$ cat config.mk
export PLATFORM = sky130hd
export DESIGN_NAME = pipe_hazard_ctrl_flat
export DESIGN_NICKNAME = d
export VERILOG_FILES = /design/src/rtl/pipe_ctrl_pkg.sv /design/src/rtl/pipe_hazard_ctrl_if.sv /design/src/rtl/hazard_cmp.sv /design/src/rtl/pipe_hazard_ctrl.sv /design/src/flat_wrapper.sv
export SDC_FILE = /design/constraint.sdc
export NUM_CORES = 1
export LEC_CHECK = 0
export CORE_AREA = 2 2 88 48
export DETAILED_ROUTE_END_ITERATION = 8
export DIE_AREA = 0 0 90 50
export PLACE_DENSITY = 0.82
export SLEW_MARGIN = 20
export SYNTH_ARGS = -nofsm -noshare
export SYNTH_HDL_FRONTEND = slang
export SYNTH_HIERARCHICAL = 1
export SYNTH_SLANG_ARGS = --single-unit
$ cat constraint.sdc
create_clock -name clk -period 4.8 [get_ports clk]
set_input_delay 0.48 -clock clk [delete_from_list [all_inputs] [get_ports clk]]
set_output_delay 0.48 -clock clk [all_outputs]
set_load 0.03 [all_outputs]
$ cat src/rtl/pipe_ctrl_pkg.sv
// pipe_ctrl_pkg: shared register-index width and hazard controller state encoding.
package pipe_ctrl_pkg;
  localparam int REG_IDX_W = 3;
  typedef logic [REG_IDX_W-1:0] reg_idx_t;
  localparam logic [1:0] RUN      = 2'd0;
  localparam logic [1:0] LU_STALL = 2'd1;
  localparam logic [1:0] MEM_WAIT = 2'd2;
  localparam logic [1:0] ABORT    = 2'd3;
endpackage

$ cat src/rtl/pipe_hazard_ctrl_if.sv
// pipe_hazard_ctrl_if: pipeline-side stage contents and controller enables/clears.
interface pipe_hazard_ctrl_if import pipe_ctrl_pkg::*; #(parameter int CNT_W = 16);
  reg_idx_t id_rm, id_rn, id_sm, id_sn, ex_rd, ex_sd, mem_rd, mem_sd;
  logic id_use_rm, id_use_rn, id_use_sm, id_use_sn;
  logic ex_r_regwrite, ex_s_regwrite, ex_memread;
  logic mem_r_regwrite, mem_s_regwrite, mem_access, mem_branch_taken, dmem_ack;
  logic pc_we, if_id_we, id_ex_we, ex_mem_we, mem_wb_we;
  logic if_id_flush, id_ex_bubble, ex_mem_flush, mem_wb_bubble;
  logic dmem_req, mem_timeout;
  logic [1:0] state;
  logic [CNT_W-1:0] stall_cnt;
  modport master (
    output id_rm, id_rn, id_sm, id_sn, id_use_rm, id_use_rn, id_use_sm, id_use_sn,
    output ex_rd, ex_sd, ex_r_regwrite, ex_s_regwrite, ex_memread,
    output mem_rd, mem_sd, mem_r_regwrite, mem_s_regwrite, mem_access, mem_branch_taken, dmem_ack,
    input pc_we, if_id_we, id_ex_we, ex_mem_we, mem_wb_we,
    input if_id_flush, id_ex_bubble, ex_mem_flush, mem_wb_bubble,
    input dmem_req, mem_timeout, state, stall_cnt
  );
  modport slave (
    input id_rm, id_rn, id_sm, id_sn, id_use_rm, id_use_rn, id_use_sm, id_use_sn,
    input ex_rd, ex_sd, ex_r_regwrite, ex_s_regwrite, ex_memread,
    input mem_rd, mem_sd, mem_r_regwrite, mem_s_regwrite, mem_access, mem_branch_taken, dmem_ack,
    output pc_we, if_id_we, id_ex_we, ex_mem_we, mem_wb_we,
    output if_id_flush, id_ex_bubble, ex_mem_flush, mem_wb_bubble,
    output dmem_req, mem_timeout, state, stall_cnt
  );
endinterface

$ cat src/rtl/hazard_cmp.sv
// hazard_cmp: RAW match of two ID sources against the EX and MEM destinations of one register file.
module hazard_cmp import pipe_ctrl_pkg::*; (
  input  reg_idx_t a,
  input  reg_idx_t b,
  input  logic     use_a,
  input  logic     use_b,
  input  reg_idx_t ex_rd,
  input  logic     ex_we,
  input  reg_idx_t mem_rd,
  input  logic     mem_we,
  output logic     ex_hit,
  output logic     mem_hit
);
  assign ex_hit  = ex_we & ((use_a & (a == ex_rd)) | (use_b & (b == ex_rd)));
  assign mem_hit = mem_we & ((use_a & (a == mem_rd)) | (use_b & (b == mem_rd)));
endmodule

$ cat src/rtl/pipe_hazard_ctrl.sv
// pipe_hazard_ctrl: load-use / memory-wait / branch-flush control for a 5-stage pipeline.
// PIPE_HAZARD_FWD_EN defined: forwarding exists, only EX loads stall; else any EX/MEM RAW stalls.
module pipe_hazard_ctrl import pipe_ctrl_pkg::*; #(
  parameter int MEM_TIMEOUT = 255,
  parameter int CNT_W = 16
) (
  input logic clk,
  input logic reset,
  pipe_hazard_ctrl_if.slave bus
);
  localparam int TW = $clog2(MEM_TIMEOUT + 1);
  logic [1:0] st, nxt;
  logic [TW-1:0] wcnt;
  logic [CNT_W-1:0] cnt;
  logic r_ex, r_mem, s_ex, s_mem, hit, aborted, waiting, mstall, br, lu, go, timeout_hit;
  hazard_cmp u_r (
    .a(bus.id_rm), .b(bus.id_rn), .use_a(bus.id_use_rm), .use_b(bus.id_use_rn),
    .ex_rd(bus.ex_rd), .ex_we(bus.ex_r_regwrite), .mem_rd(bus.mem_rd), .mem_we(bus.mem_r_regwrite),
    .ex_hit(r_ex), .mem_hit(r_mem)
  );
  hazard_cmp u_s (
    .a(bus.id_sm), .b(bus.id_sn), .use_a(bus.id_use_sm), .use_b(bus.id_use_sn),
    .ex_rd(bus.ex_sd), .ex_we(bus.ex_s_regwrite), .mem_rd(bus.mem_sd), .mem_we(bus.mem_s_regwrite),
    .ex_hit(s_ex), .mem_hit(s_mem)
  );
`ifdef PIPE_HAZARD_FWD_EN
  assign hit = (r_ex | s_ex) & bus.ex_memread & (st == RUN);
`else
  assign hit = r_ex | s_ex | r_mem | s_mem;
`endif
  assign aborted = st == ABORT;
  assign waiting = st == MEM_WAIT;
  // once waiting, the request is held regardless of mem_access until ack
  assign mstall = !aborted & (waiting | bus.mem_access) & !bus.dmem_ack;
  assign br = !aborted & !mstall & bus.mem_branch_taken;
  assign lu = !aborted & !mstall & !br & hit;
  assign go = !reset & !aborted & !mstall;
  assign timeout_hit = waiting & mstall & (wcnt == TW'(MEM_TIMEOUT - 1));
  assign bus.pc_we = go & !lu;
  assign bus.if_id_we = go & !lu;
  assign bus.id_ex_we = go;
  assign bus.ex_mem_we = go;
  assign bus.mem_wb_we = !reset & !aborted;
  assign bus.if_id_flush = reset | br;
  assign bus.id_ex_bubble = reset | br | lu;
  assign bus.ex_mem_flush = reset | br;
  assign bus.mem_wb_bubble = reset | mstall;
  assign bus.dmem_req = !reset & !aborted & (waiting | bus.mem_access);
  assign bus.mem_timeout = !reset & aborted;
  assign bus.state = st;
  assign bus.stall_cnt = cnt;
  always_comb nxt = (aborted | timeout_hit) ? ABORT : mstall ? MEM_WAIT : lu ? LU_STALL : RUN;
  always_ff @(posedge clk) begin
    if (reset) begin
      st <= RUN;
      wcnt <= '0;
      cnt <= '0;
    end else begin
      st <= nxt;
      wcnt <= (waiting & mstall) ? wcnt + 1'b1 : '0;
      if (!bus.pc_we && cnt != '1) cnt <= cnt + 1'b1;
    end
  end
endmodule

$ cat src/flat_wrapper.sv
// flat-port wrapper written by rule: the top's interface ports become plain ports
module pipe_hazard_ctrl_flat import pipe_ctrl_pkg::*;
#(
  parameter int MEM_TIMEOUT = 255,
  parameter int CNT_W = 16
)
  (clk, reset, bus_id_rm, bus_id_rn, bus_id_sm, bus_id_sn, bus_id_use_rm, bus_id_use_rn, bus_id_use_sm, bus_id_use_sn, bus_ex_rd, bus_ex_sd, bus_ex_r_regwrite, bus_ex_s_regwrite, bus_ex_memread, bus_mem_rd, bus_mem_sd, bus_mem_r_regwrite, bus_mem_s_regwrite, bus_mem_access, bus_mem_branch_taken, bus_dmem_ack, bus_pc_we, bus_if_id_we, bus_id_ex_we, bus_ex_mem_we, bus_mem_wb_we, bus_if_id_flush, bus_id_ex_bubble, bus_ex_mem_flush, bus_mem_wb_bubble, bus_dmem_req, bus_mem_timeout, bus_state, bus_stall_cnt);
  pipe_hazard_ctrl_if #(.CNT_W(CNT_W)) bus_i ();
  input logic clk;
  input logic reset;
  input wire logic [$bits(bus_i.id_rm)-1:0] bus_id_rm;
  input wire logic [$bits(bus_i.id_rn)-1:0] bus_id_rn;
  input wire logic [$bits(bus_i.id_sm)-1:0] bus_id_sm;
  input wire logic [$bits(bus_i.id_sn)-1:0] bus_id_sn;
  input wire logic [$bits(bus_i.id_use_rm)-1:0] bus_id_use_rm;
  input wire logic [$bits(bus_i.id_use_rn)-1:0] bus_id_use_rn;
  input wire logic [$bits(bus_i.id_use_sm)-1:0] bus_id_use_sm;
  input wire logic [$bits(bus_i.id_use_sn)-1:0] bus_id_use_sn;
  input wire logic [$bits(bus_i.ex_rd)-1:0] bus_ex_rd;
  input wire logic [$bits(bus_i.ex_sd)-1:0] bus_ex_sd;
  input wire logic [$bits(bus_i.ex_r_regwrite)-1:0] bus_ex_r_regwrite;
  input wire logic [$bits(bus_i.ex_s_regwrite)-1:0] bus_ex_s_regwrite;
  input wire logic [$bits(bus_i.ex_memread)-1:0] bus_ex_memread;
  input wire logic [$bits(bus_i.mem_rd)-1:0] bus_mem_rd;
  input wire logic [$bits(bus_i.mem_sd)-1:0] bus_mem_sd;
  input wire logic [$bits(bus_i.mem_r_regwrite)-1:0] bus_mem_r_regwrite;
  input wire logic [$bits(bus_i.mem_s_regwrite)-1:0] bus_mem_s_regwrite;
  input wire logic [$bits(bus_i.mem_access)-1:0] bus_mem_access;
  input wire logic [$bits(bus_i.mem_branch_taken)-1:0] bus_mem_branch_taken;
  input wire logic [$bits(bus_i.dmem_ack)-1:0] bus_dmem_ack;
  output wire logic [$bits(bus_i.pc_we)-1:0] bus_pc_we;
  output wire logic [$bits(bus_i.if_id_we)-1:0] bus_if_id_we;
  output wire logic [$bits(bus_i.id_ex_we)-1:0] bus_id_ex_we;
  output wire logic [$bits(bus_i.ex_mem_we)-1:0] bus_ex_mem_we;
  output wire logic [$bits(bus_i.mem_wb_we)-1:0] bus_mem_wb_we;
  output wire logic [$bits(bus_i.if_id_flush)-1:0] bus_if_id_flush;
  output wire logic [$bits(bus_i.id_ex_bubble)-1:0] bus_id_ex_bubble;
  output wire logic [$bits(bus_i.ex_mem_flush)-1:0] bus_ex_mem_flush;
  output wire logic [$bits(bus_i.mem_wb_bubble)-1:0] bus_mem_wb_bubble;
  output wire logic [$bits(bus_i.dmem_req)-1:0] bus_dmem_req;
  output wire logic [$bits(bus_i.mem_timeout)-1:0] bus_mem_timeout;
  output wire logic [$bits(bus_i.state)-1:0] bus_state;
  output wire logic [$bits(bus_i.stall_cnt)-1:0] bus_stall_cnt;
  assign bus_i.id_rm = bus_id_rm;
  assign bus_i.id_rn = bus_id_rn;
  assign bus_i.id_sm = bus_id_sm;
  assign bus_i.id_sn = bus_id_sn;
  assign bus_i.id_use_rm = bus_id_use_rm;
  assign bus_i.id_use_rn = bus_id_use_rn;
  assign bus_i.id_use_sm = bus_id_use_sm;
  assign bus_i.id_use_sn = bus_id_use_sn;
  assign bus_i.ex_rd = bus_ex_rd;
  assign bus_i.ex_sd = bus_ex_sd;
  assign bus_i.ex_r_regwrite = bus_ex_r_regwrite;
  assign bus_i.ex_s_regwrite = bus_ex_s_regwrite;
  assign bus_i.ex_memread = bus_ex_memread;
  assign bus_i.mem_rd = bus_mem_rd;
  assign bus_i.mem_sd = bus_mem_sd;
  assign bus_i.mem_r_regwrite = bus_mem_r_regwrite;
  assign bus_i.mem_s_regwrite = bus_mem_s_regwrite;
  assign bus_i.mem_access = bus_mem_access;
  assign bus_i.mem_branch_taken = bus_mem_branch_taken;
  assign bus_i.dmem_ack = bus_dmem_ack;
  assign bus_pc_we = bus_i.pc_we;
  assign bus_if_id_we = bus_i.if_id_we;
  assign bus_id_ex_we = bus_i.id_ex_we;
  assign bus_ex_mem_we = bus_i.ex_mem_we;
  assign bus_mem_wb_we = bus_i.mem_wb_we;
  assign bus_if_id_flush = bus_i.if_id_flush;
  assign bus_id_ex_bubble = bus_i.id_ex_bubble;
  assign bus_ex_mem_flush = bus_i.ex_mem_flush;
  assign bus_mem_wb_bubble = bus_i.mem_wb_bubble;
  assign bus_dmem_req = bus_i.dmem_req;
  assign bus_mem_timeout = bus_i.mem_timeout;
  assign bus_state = bus_i.state;
  assign bus_stall_cnt = bus_i.stall_cnt;
  pipe_hazard_ctrl #(.MEM_TIMEOUT(MEM_TIMEOUT), .CNT_W(CNT_W)) u_core (.clk(clk), .reset(reset), .bus(bus_i));
endmodule
=== After elaboration in Yosys (flattened, before gate mapping) ===
Index checks and enable logic that the tools add are counted.

* Add/sub/neg operators: 2
* Equal/unequal tests: 12
* Muxes and demuxes: 3
* Bitwise operators: 38
* Reductions and logical operators: 9

{| class="wikitable"
|+ Operators with widths
! operator !! count
|-
| $and A1 B1 Y1 || 25
|-
| $eq A3 B3 Y1 || 8
|-
| $add A16 B1 Y16 const B || 1
|-
| $ne A16 B16 Y1 const B || 1
|-
| $or A1 B1 Y1 || 12
|-
| $add A8 B1 Y8 const B || 1
|-
| $eq A8 B8 Y1 const B || 1
|-
| $logic_not A1 Y1 || 7
|-
| $eq A2 B2 Y1 const B || 2
|-
| $mux W2 || 2
|-
| $reduce_or A2 Y1 || 1
|-
| $logic_and A1 B1 Y1 || 1
|-
| $mux W1 || 1
|-
| $not A1 Y1 || 1
|}

* Flip-flop bits (word level): 26
* Input port bits: 38
* Output and inout bits: 29
* Logic and storage cells: 67

=== Logic depth before layout (Yosys ltp) ===
* Depth after elaboration: 14
* Mapped depth: 8
* Depth with buffers taken out: 8

=== Hierarchy ===
Netlist, hierarchy kept.

{| class="wikitable"
|+ By module, submodules not included
! module !! instances !! cells an instance !! area each (um2) !! sequential area each (um2)
|-
| pipe_hazard_ctrl || 1 || 160 || 1,346.3 || 520.5
|-
| hazard_cmp || 2 || 18 || 145.1 || 0.0
|}

=== Worst setup path after synthesis ===
OpenSTA, ideal clock, no wires.

* Path kind: in2out
* From: input bus_ex_sd[0]
* To: output bus_pc_we
* Data arrival time: 1.902 ns
* Slack: 2.418 ns
* Stages on the path: 7
* Cells stage by stage: xnor2_1 nand4_1 a21boi_1 nor4_1 nor2_2 nor2_1 buf_4

* Word-level cells in the longest chain between the ends: 10
* Elaborated cells between the ends (all ways): 12

{| class="wikitable"
|+ RTL lines
! element !! RTL line !! source
|-
| start, declared || flat_wrapper.sv:20 || <nowiki>input wire logic [$bits(bus_i.ex_sd)-1:0] bus_ex_sd;</nowiki>
|-
| $eq A3 B3 Y1 || hazard_cmp.sv:14 || <nowiki>assign ex_hit = ex_we & ((use_a & (a == ex_rd)) | (use_b & (b == ex_rd)));</nowiki>
|-
| $and A1 B1 Y1 || hazard_cmp.sv:14 ||
|-
| $or A1 B1 Y1 (*) || hazard_cmp.sv:14 ||
|-
| $and A1 B1 Y1 (*) || hazard_cmp.sv:14 ||
|-
| via u_core.s_ex || pipe_hazard_ctrl.sv:15 || <nowiki>logic r_ex, r_mem, s_ex, s_mem, hit, aborted, waiting, mstall, br, lu, go, timeout_hit;</nowiki>
|-
| $or A1 B1 Y1 (*) (3 in series) || pipe_hazard_ctrl.sv:29 || <nowiki>assign hit = r_ex | s_ex | r_mem | s_mem;</nowiki>
|-
| $and A1 B1 Y1 (*) || pipe_hazard_ctrl.sv:36 || <nowiki>assign lu = !aborted & !mstall & !br & hit;</nowiki>
|-
| $logic_not A1 Y1 (*) || -- ||
|-
| $and A1 B1 Y1 (*) || -- ||
|-
| end, declared || flat_wrapper.sv:31 || <nowiki>output wire logic [$bits(bus_i.pc_we)-1:0] bus_pc_we;</nowiki>
|}

The timed path passes the listed nets; every way through them passes the cells marked *.

=== Final worst setup path ===
* From: input bus_id_rm[0]
* To: output bus_id_ex_bubble

* Elaborated cells between the ends (all ways): 13

{| class="wikitable"
|+ RTL lines
! element !! RTL line !! source
|-
| start, declared || flat_wrapper.sv:11 || <nowiki>input wire logic [$bits(bus_i.id_rm)-1:0] bus_id_rm;</nowiki>
|-
| $eq A3 B3 Y1 || hazard_cmp.sv:15 || <nowiki>assign mem_hit = mem_we & ((use_a & (a == mem_rd)) | (use_b & (b == mem_rd)));</nowiki>
|-
| $and A1 B1 Y1 || hazard_cmp.sv:15 ||
|-
| $or A1 B1 Y1 || hazard_cmp.sv:15 ||
|-
| $and A1 B1 Y1 || hazard_cmp.sv:15 ||
|-
| via u_core.r_mem || pipe_hazard_ctrl.sv:15 ||
|-
| $or A1 B1 Y1 (2 in series) || pipe_hazard_ctrl.sv:29 ||
|-
| $and A1 B1 Y1 || pipe_hazard_ctrl.sv:36 ||
|-
| $or A1 B1 Y1 || pipe_hazard_ctrl.sv:45 || <nowiki>assign bus.id_ex_bubble = reset | br | lu;</nowiki>
|-
| end, declared || flat_wrapper.sv:37 || <nowiki>output wire logic [$bits(bus_i.id_ex_bubble)-1:0] bus_id_ex_bubble;</nowiki>
|}

The timed path passes the listed nets, and every way through them passes these cells.

==> summary.txt <==
Clocking
  – Clk_lat worst skew: 0.27 ns
  – CTS tree: built
  – Cts hold-fix bufs: 0
  – Clock tree sinks: 26
  – Clock root cell: clkbuf_8
  – Clock Pin Slew Worst Setup and Hold Paths: approximately 0.09 ns
  – Resized Gates After CTS: 0
  – H-Tree Depth: 1
  – Clk buf depth: 2
  – Setup Buffers After CTS: 0
  – Cts bufs inserted: 3

Drt
  – WL per Instance: 14.2 um
  – DRT Wirelength: 4420 um
  – Post-route ant nets: 0
  – DR pass1 iterations: 4
  – Via count: about 1.7k
  – Vias/cell: 5.42
  – Residual DRC: 0
  – Starting DRT DRC Count: 172

Timing
  – Fin crit period: ~3.3 ns
  – Fin Clk Skew: 0.00356 ns
  – Period utilisation layout: 0.695
  – Final setup vio count: 0
  – Max-slew violations: 0
  – RSZ-0062 raised after global routing: false
  – Final Hold Viols: 0
  – TNS Setup: 0 ns
  – Hold slack: approximately 0.47 ns
  – Crit path setup slack, layout: about 1.5 ns
  – Max Fclk: 0.300 GHz
  – Worst relative slew slack: 0.691
  – Worst Tran Pin Value: 0.463 ns

Finish
  – Share of layout cells above drive strength 1: 0.0467
  – Layout Area Growth over Synthesis: 43.7%
  – Final Net Count: 300
  – Antenna Cells: 0
  – Final core occ: 0.631
  – Commonest non-fill, non-tap cells in the layout: clkdlybuf4s50_1, dfxtp_1, xnor2_1
  – Most common cell after layout, fill and taps aside: clkdlybuf4s50_1

Critical path
  – R2R Path End: u_core/bus.stall_cnt[14]
  – WP data required: between 4 and 5 ns
  – Crit path launch type: input pin
  – WS Path Type: in -> out
  – CP arrival: 2.86 ns
  – Worst reg-to-reg setup slack: 2.93 ns
  – Crit Path Max Fanout: 8
  – CP Buf/Inv Count: 2
  – CP delay by family, top: buffers and inverters
  – Crit path cell chain: clkdlybuf4s50_1, xnor2_1, nand4_1, a21boi_1, nor4_1, nor2_2, nand2_1, nand2b_1, clkdlybuf4s50_1
  – Critical Path Most Common Cell: clkdlybuf4s50_1
  – Worst setup EP type: output pin
  – Crit-path max cell delay: between 0.6 and 0.7 ns
  – R2R depth: 5
  – Crit path max-delay cell type: clkdlybuf4s50_1
  – FF-to-FF Start: u_core/bus.state[1]

Logic synthesis
  – Synthesized flop and latch total: 26
  – Cells after synthesis: 196
  – Synth Flop Type: dfxtp_1
  – Fraction of registers with async set/reset: 0
  – Sequential area share after synthesis: 0.318
  – Unique masters post-synth: between 40 and 50
  – Mapped Nets: 237
  – Synth Cell Area: approximately 1600 um2
  – Post-synth EDFFs: 0
  – Avg Cell Area, Syn: 8.35 um2
  – Yosys warning count: 6

Worst hold path
  – Worst Hold Class: reg -> reg
  – Hold Path Depth: 1
  – Worst hold path endpoint: u_core/wcnt[0]
  – Hold_sp: u_core/wcnt[0]

Floorplanning
  – Initial Util: 0.440
  – Core box area: 3720 um2
  – Die W: 90 um
  – Rows: 16
  – Ports: 67
  – DIE AREA: around 4500 um2
  – Chip height: 50 um

Power and ir drop
  – IR drop worst, VDD: roughly 200 uV
  – Cell Pwr Density: 208 nW/um2
  – Leakage: between 0.7 and 0.8 nW
  – Design Power: 0.490 mW

Place
  – Routability cong.: between 0.7 and 0.8
  – Worst slack, placed: about 1.5 ns
  – I/O Buffers: 65
  – Hpwl dp: 3410 um

Global route
  – Met3 Track Usage GR: 0.0596
  – Initial antenna violation count: 0
  – Gr ovfl total: 0
  – All-Layer GR Usage: 0.202
  – Most used routing layer: met1
  – Largest net degree at the start of global routing: 27
  – Global-route wire length before repair: between 7000 and 8000 um
  – Vias in the first global route: between 1.5k and 2k
  – Grt met1 use: 0.305
  – GRT met2 Usage: 0.296

Outcome
  – Status: complete, no violations

Run
  – MaxCap Viol Count: 0
-- logic make-up after synthesis --
kind of cell,after synthesis,share of synthesized area
and+or+nand+nor,79,0.269
xor gates and xnor gates,29,0.155
AOI/OAI and AO/OA,46,0.187
muxes,1,0.00612
buffers and inverters,12,0.0413
adders and majority gates,3,0.0229
DFF,26,0.318
-- routing by layer --
metal | vias to the layer above | share of wire
met3 | 0 | 0.060
met1 | 789 | 0.54
li1 | 835 | -
met4 | 0 | 0
met2 | 62 | 0.40
met5 | - | 0
-- stage by stage --
step / area, um2 / instances
floorplan: 1640 / 196
global placement: 2310 / 308
detailed placement: 2310 / 308
CTS: 2350 / 311
global route: 2350 / 311
finish: 2350 / 311
-- registers in the layout (all words and copies together) (netlist names) --
name                  count
u_core/wcnt               8
u_core/bus.stall_cnt     16
u_core/bus.state          2
-- worst max path at each step --
stage                              from               end  slack, ns  depth (start not counted)
final                      bus_id_rm[0]  bus_id_ex_bubble       1.46                          9
after global routing       bus_id_rn[1]  bus_id_ex_bubble       1.28                          9
after CTS                  bus_ex_rd[2]  bus_id_ex_bubble       1.44                          9
after detailed placement   bus_ex_rd[2]  bus_id_ex_bubble       1.45                          9
after global placement    bus_mem_rd[1]  bus_id_ex_bubble       1.49                          9
after floorplan            bus_ex_sd[0]         bus_pc_we       2.42                          7
-- layout make-up --
| class | instances | area, um2 |
|---|---|---|
| tap | 54 | 67.6 |
| fill | 328 | 1370 |
| timing repair buffer | 66 | 658 |
| inverter | 4 | 15.0 |
| clock buffer | 3 | 41.3 |
| sequential | 26 | 520 |
| multi-input combinational | 158 | 1050 |
-- cells in the mapped netlist, types with 2 or more instances --
cell type  count  area share
dfxtp_1       26        0.32
nand2b_1       3       0.011
nand4_1       10       0.038
or4_1          4       0.018
nor3_1         2      0.0061
xnor2_1       25        0.13
o21ai_0        8       0.024
o31ai_1        3       0.014
buf_2          3      0.0092
o221ai_1       2       0.011
or2_2          2      0.0076
nor2_1        12       0.028
inv_1          4      0.0092
and3_1         2      0.0076
xor2_1         4       0.021
or3_1         10       0.038
buf_4          3       0.014
nand3_1        9       0.028
nor4_1         2      0.0076
ha_1           3       0.023
nand2_1       11       0.025
a21oi_1       17       0.052
a21boi_1       4       0.018
and4_1         3       0.016
and2_1         3       0.011
-- worst reg2reg max path, stage by stage, from the launching register on --
cell	delay, ns
dfxtp_1	0.45
or2_1	0.14
o22a_1	0.38
o21ai_4	0.17
or4_1	0.52
a21oi_1	0.15
-- report_power, final --
group | internal [mW] | total, mW | switching, mW
combinational | 0.0719 | 0.142 | 0.0698
clock | 0.0562 | 0.121 | 0.0648
sequential | 0.220 | 0.227 | 0.00712
total | 0.348 | 0.490 | 0.142
Power figures use the tool's default switching activity.
